`config.mk`:
```
export PLATFORM = sky130hd
export DESIGN_NAME = wg_reg_bank
export DESIGN_NICKNAME = d
export VERILOG_FILES = /design/src/rtl/wg_reg_pkg.sv /design/src/rtl/wg_reg_bank_w1c.sv /design/src/rtl/wg_reg_bank.sv
export SDC_FILE = /design/constraint.sdc
export NUM_CORES = 1
export LEC_CHECK = 0
export ABC_CLOCK_PERIOD_IN_PS = 1700
export CORE_MARGIN = 2
export CORE_UTILIZATION = 49
export CTS_BUF_LIST = sky130_fd_sc_hd__clkbuf_4 sky130_fd_sc_hd__clkbuf_8
export DETAILED_ROUTE_END_ITERATION = 16
export GPL_TIMING_DRIVEN = 0
export PLACE_DENSITY = 0.83
export SETUP_SLACK_MARGIN = 0.05
export SLEW_MARGIN = 25
export SYNTH_ARGS = -nofsm -noshare
export SYNTH_HDL_FRONTEND = slang
export SYNTH_SLANG_ARGS = --single-unit
```
`constraint.sdc`:
```
create_clock -name clk -period 1.7 [get_ports clk]
set_input_delay 0.425 -clock clk [delete_from_list [all_inputs] [get_ports clk]]
set_output_delay 0.425 -clock clk [all_outputs]
set_load 0.005 [all_outputs]
```
`src/rtl/wg_reg_pkg.sv`:
```
// Shared constants for the waveform-generator register bank: error bit layout,
// default register map and a helper to pull one register out of a flattened vector.
package wg_reg_pkg;

    localparam int ERR_WR_OOR = 0;
    localparam int ERR_RD_OOR = 1;
    localparam int ERR_WR_RO  = 2;
    localparam int ERR_HW_LSB = 3;

    localparam int MFSM_CTRL = 0;
    localparam int NCO_CTRL0 = 1;
    localparam int NCO_CTRL1 = 2;
    localparam int DAC_CTRL  = 3;
    localparam int DUMP_CTRL = 4;
    localparam int ERR       = 5;

    localparam int SLICE_MAX_W = 4096;

    // Returns register k (width w, at most 64 bits) from a zero-extended flat vector.
    function automatic logic [63:0] reg_slice(input logic [SLICE_MAX_W-1:0] flat,
                                              input int k, input int w);
        logic [SLICE_MAX_W-1:0] sh;
        logic [63:0]            mask;
        sh   = flat >> (k * w);
        mask = (w >= 64) ? '1 : ((64'd1 << w) - 64'd1);
        return sh[63:0] & mask;
    endfunction

endpackage

```
`src/rtl/wg_reg_bank_w1c.sv`:
```
// Sticky status register: set bits accumulate, host clears with write-1-to-clear.
// A set and a clear of the same bit in one cycle leaves the bit set.
module wg_w1c_reg #(
    parameter int DATA_W = 8
) (
    input  logic              clk,
    input  logic              rst_n,
    input  logic [DATA_W-1:0] set,
    input  logic [DATA_W-1:0] clr,
    input  logic              clr_en,
    output logic [DATA_W-1:0] q,
    output logic              any
);

    logic [DATA_W-1:0] nxt;

    always_comb begin
        nxt = q | set;
        if (clr_en) begin
            nxt = (q & ~clr) | set;
        end
    end

    // any is registered from the next value so it tracks q without extra delay.
    always_ff @(posedge clk) begin
        if (!rst_n) begin
            q   <= '0;
            any <= 1'b0;
        end else begin
            q   <= nxt;
            any <= |nxt;
        end
    end

endmodule

```
`src/rtl/wg_reg_bank.sv`:
```
// Parametrised control/status register bank with masked host writes, registered
// read-back (latency 1), per-register write strobes and a sticky W1C error register.
module wg_reg_bank
    import wg_reg_pkg::*;
#(
    parameter int                           DATA_W   = 8,
    parameter int                           NUM_REGS = 8,
    parameter int                           ADDR_W   = 8,
    parameter logic [NUM_REGS*DATA_W-1:0]   RST_VAL  = '0,
    parameter logic [NUM_REGS*DATA_W-1:0]   RO_MASK  = '0,
    parameter int                           ERR_ADDR = NUM_REGS - 1
) (
    input  logic                         clk,
    input  logic                         rst_n,
    input  logic [ADDR_W-1:0]            addr_i,
    input  logic [DATA_W-1:0]            wr_data_i,
    input  logic                         wr_en_i,
    input  logic                         rd_en_i,
    output logic [DATA_W-1:0]            rd_data_o,
    output logic                         rd_valid_o,
    input  logic [DATA_W-1:0]            err_set_i,
    output logic [NUM_REGS*DATA_W-1:0]   regs_o,
    output logic [NUM_REGS-1:0]          wr_strobe_o,
    output logic                         irq_o
);

    localparam logic [DATA_W-1:0] HW_MASK = {{(DATA_W-ERR_HW_LSB){1'b1}}, {ERR_HW_LSB{1'b0}}};

    logic [NUM_REGS-1:0] wr_hit;
    logic                in_range;
    logic [DATA_W-1:0]   rd_next;
    logic [DATA_W-1:0]   ro_tgt;
    logic [DATA_W-1:0]   int_err;
    logic [DATA_W-1:0]   err_set;
    logic [DATA_W-1:0]   err_q;

    // Full-width compare (one extra bit) so high addresses never alias onto real registers.
    assign in_range = {1'b0, addr_i} < (ADDR_W+1)'(NUM_REGS);

    always_comb begin
        wr_hit  = '0;
        rd_next = '0;
        ro_tgt  = '0;
        for (int k = 0; k < NUM_REGS; k++) begin
            if ({1'b0, addr_i} == (ADDR_W+1)'(k)) begin
                wr_hit[k] = wr_en_i;
                rd_next   = regs_o[k*DATA_W +: DATA_W];
                ro_tgt    = RO_MASK[k*DATA_W +: DATA_W];
            end
        end
    end

    always_comb begin
        int_err             = '0;
        int_err[ERR_WR_OOR] = wr_en_i & ~in_range;
        int_err[ERR_RD_OOR] = rd_en_i & ~in_range;
        int_err[ERR_WR_RO]  = wr_en_i & in_range & (|(wr_data_i & ro_tgt));
    end

    assign err_set = (err_set_i & HW_MASK) | int_err;

    wg_w1c_reg #(.DATA_W(DATA_W)) u_err (
        .clk    (clk),
        .rst_n  (rst_n),
        .set    (err_set),
        .clr    (wr_data_i),
        .clr_en (wr_hit[ERR_ADDR]),
        .q      (err_q),
        .any    (irq_o)
    );

    for (genvar k = 0; k < NUM_REGS; k++) begin : g_reg
        if (k == ERR_ADDR) begin : g_err
            assign regs_o[k*DATA_W +: DATA_W] = err_q;
        end else begin : g_rw
            localparam logic [DATA_W-1:0] RST_K = DATA_W'(reg_slice(SLICE_MAX_W'(RST_VAL), k, DATA_W));
            localparam logic [DATA_W-1:0] RO_K  = DATA_W'(reg_slice(SLICE_MAX_W'(RO_MASK), k, DATA_W));
            logic [DATA_W-1:0] q;

            always_ff @(posedge clk) begin
                if (!rst_n) begin
                    q <= RST_K;
                end else if (wr_hit[k]) begin
                    q <= (wr_data_i & ~RO_K) | (q & RO_K);
                end
            end

            assign regs_o[k*DATA_W +: DATA_W] = q;
        end
    end

    // Read data captures pre-edge contents, so a same-cycle write or error update is not visible.
    always_ff @(posedge clk) begin
        if (!rst_n) begin
            rd_data_o   <= '0;
            rd_valid_o  <= 1'b0;
            wr_strobe_o <= '0;
        end else begin
            rd_valid_o  <= rd_en_i;
            wr_strobe_o <= wr_hit;
            if (rd_en_i) begin
                rd_data_o <= in_range ? rd_next : '0;
            end
        end
    end

endmodule

```
==> results.sh <==
export IMPL_wl_mm=12.2
export IMPL_final_setup_tns_ns=0
export IMPL_cts_root_buf="clkbuf_8"
export IMPL_initialDrtViolationCount=348
export IMPL_power_density_nw_per_um2=733
export IMPL_dp_cells=583
export IMPL_fin_crit_sh=0.972
export IMPL_syn_cell_area_um2=3710
export IMPL_synth_edf_count=0
export IMPL_crit_path_start_kind="primary input"
export IMPL_grtUsageTotal=0.280
export IMPL_ys_flop_type="dfxtp_1"
export IMPL_fin_cells=622
export IMPL_async_reset_ff_frac=0
export IMPL_ctsHtreeMaxLevel=3
export IMPL_dpl_cell_area_um2=4780
export IMPL_final_nets=546
export IMPL_dp_hpwl_mm=8.07
export IMPL_design_area_um2=5380
export IMPL_cap_viol_max_count=0
export IMPL_ant_nets=0
export IMPL_layout_setup_ws_ns=0.0479
export IMPL_post_route_min_period_ns=1.65
export IMPL_grt_pass1_wl_mm=18.0
export IMPL_area_delta_synth_final_pct=45.1
export IMPL_p_leak_nw=3.18
export IMPL_ir_drop_uv=403
export IMPL_die_w_um=91.0
export IMPL_setup_viol=0
export IMPL_synth_top_area_share=0.443
export IMPL_io_pins=110
export IMPL_worstSkewPairLatency_ns=0.36
export IMPL_fp_dieArea_um2=8280
export IMPL_numCtsBuffers=9
export IMPL_drtPass1Iterations=5
export IMPL_hold_class="in2reg"
export IMPL_synth_distinct_cells=45
export IMPL_synth_seq_cells=82
export IMPL_netlist_top_cells_area="dfxtp_1, mux2i_1, nor2_1, mux2_2, o21a_1"
export IMPL_fillerInstances=543
export IMPL_worst_path_max_fanout=9
export IMPL_required_ns=1.92
export IMPL_cts_buffer_depth=2
export IMPL_gp_congestion=0.893
export IMPL_initial_core_util=0.508
export IMPL_ctsHoldBuffers=0
export IMPL_die_h_um=91.0
export IMPL_avgSynthCellArea_um2=9.53
export IMPL_status="complete, no violations"
export IMPL_synth_top_area_cell="dfxtp_1"
export IMPL_yosys_warnings=0
export IMPL_cts_clk_slew_worst_paths_ns=0.08
export IMPL_route_detailed_drc=0
export IMPL_routed_via_density=5.78
export IMPL_antenna_found_initial=0
export IMPL_grt_setup_unrepaired="yes"
export IMPL_core_area_um2=7290
export IMPL_slew_violations=0
export IMPL_vias=3598
export IMPL_routedWlPerCell_um=19.7
export IMPL_hold_viol_final=0
export IMPL_synth_cells=389
export IMPL_clock_skew_final_ns=0.00597
export IMPL_diodes=0
export IMPL_port_buffers=95
export IMPL_seq_area_um2=1730
export IMPL_drive_gt1_frac=0.285
export IMPL_syn_nets=417
export IMPL_path_class="in2reg"
export IMPL_arrival_ns=1.88
export IMPL_overflow=0
export IMPL_grt_max_degree=14
export IMPL_cp_end_kind="register"
export IMPL_fmax_ghz=0.605
export IMPL_cts_sinks=82
export IMPL_max_slew_margin=0.536
export IMPL_ys_seq_area_frac=0.443
export IMPL_cts_tree="done"
export IMPL_multi_input_area_um2=1830
export IMPL_tightest_slew_ns=0.696
export IMPL_rows=31
export IMPL_grt_pass1_vias=3358
export IMPL_place_ws_ns=-0.489
==> synth_stat cells (7+ instances only) <==
cell type and count:
a21oi_1 8, buf_2 11, buf_4 7, clkbuf_1 11, dfxtp_1 82, mux2_2 8
mux2i_1 58, nand2_1 10, nand4_1 7, nor2_1 80, nor2b_1 8, o21a_1 11
o21ai_0 9, o22ai_1 10
==> final cells by class <==
class                   count  area share
plain buffers              36      0.0430
clock buffers              12      0.0284
clock inverters             4      0.0140
inverters                   7     0.00489
multi-input cells         264       0.339
flip-flops and latches     82       0.322
well taps                  99      0.0230
repair buffers            118       0.225
==> cell usage in the layout (no fill, tap or decap), drive strengths merged, types with 11 or more instances in the layout <==
| cell type | instances |
|---|---|
| clkbuf | 23 |
| o21a | 11 |
| mux2i | 58 |
| dlymetal6s2s | 43 |
| clkdlybuf4s50 | 40 |
| dlygate4sd2 | 12 |
| buf | 48 |
| nor2 | 81 |
| o21ai | 11 |
| dfxtp | 82 |
==> logic make-up after synthesis <==
logic type,share of synthesized area
multiplexers,0.202
buffers and inverters,0.0665
flip-flops,0.443
AO/OA/AOI/OAI,0.118
AND/OR/NAND/NOR,0.170
==> worst paths after layout <==
kind | startpoint | to | slack [ns] | cells after the start
setup reg to reg | g_reg[3].g_rw.q[0] | rd_data_o[0] | 0.31 | 5
hold reg to reg | rd_data_o[2] | rd_data_o[2] | 0.46 | 2
hold / removal | rst_n | u_err.q[4] | 0.38 | 2
setup / recovery | addr_i[4] | g_reg[1].g_rw.q[2] | 0.05 | 6
==> critical path: stages <==
cell and delay (ns):
clkdlybuf4s50_1 0.47, nor2_2 0.16, buf_4 0.20, nand4_4 0.28
mux2i_1 0.28, nor2_1 0.07
==> registers in the layout (all words and copies together) (netlist names) <==
name         cells
rd_data_o        8
u_err.any        1
u_err.q          8
g.g_rw.q        56
rd_valid_o       1
wr_strobe_o      8
==> report_power, final <==
part           total [mW]  internal (mW)  switching (mW)
logic               0.373          0.154           0.219
registers            1.95           1.93          0.0163
clock network        1.62          0.901           0.716
total                3.94           2.99           0.952
==> what timing repair did <==
item                       in CTS  in global routing
hold endpoints to repair        0                  0
pin swaps                       2                  3
gates resized for setup        72                 60
setup endpoints to repair     107                 82
buffers inserted                3                 17
gates cloned                    3                  0
==> metrics by stage <==
step	total power, mW	utilization	hold slack [ns]
floorplan	2.20	-	0.443
global placement	2.34	0.656	0.447
detailed placement	2.35	0.656	0.457
CTS	3.90	0.702	0.382
global route	4.05	0.737	0.388
finish	3.94	0.737	0.382
==> routing by layer <==
layer	routed length [µm]	global-route usage
met5	0	0
met1	4780	0.366
met2	5980	0.455
met4	526	0.133
met3	952	0.0432
Power figures use the tool's default switching activity.
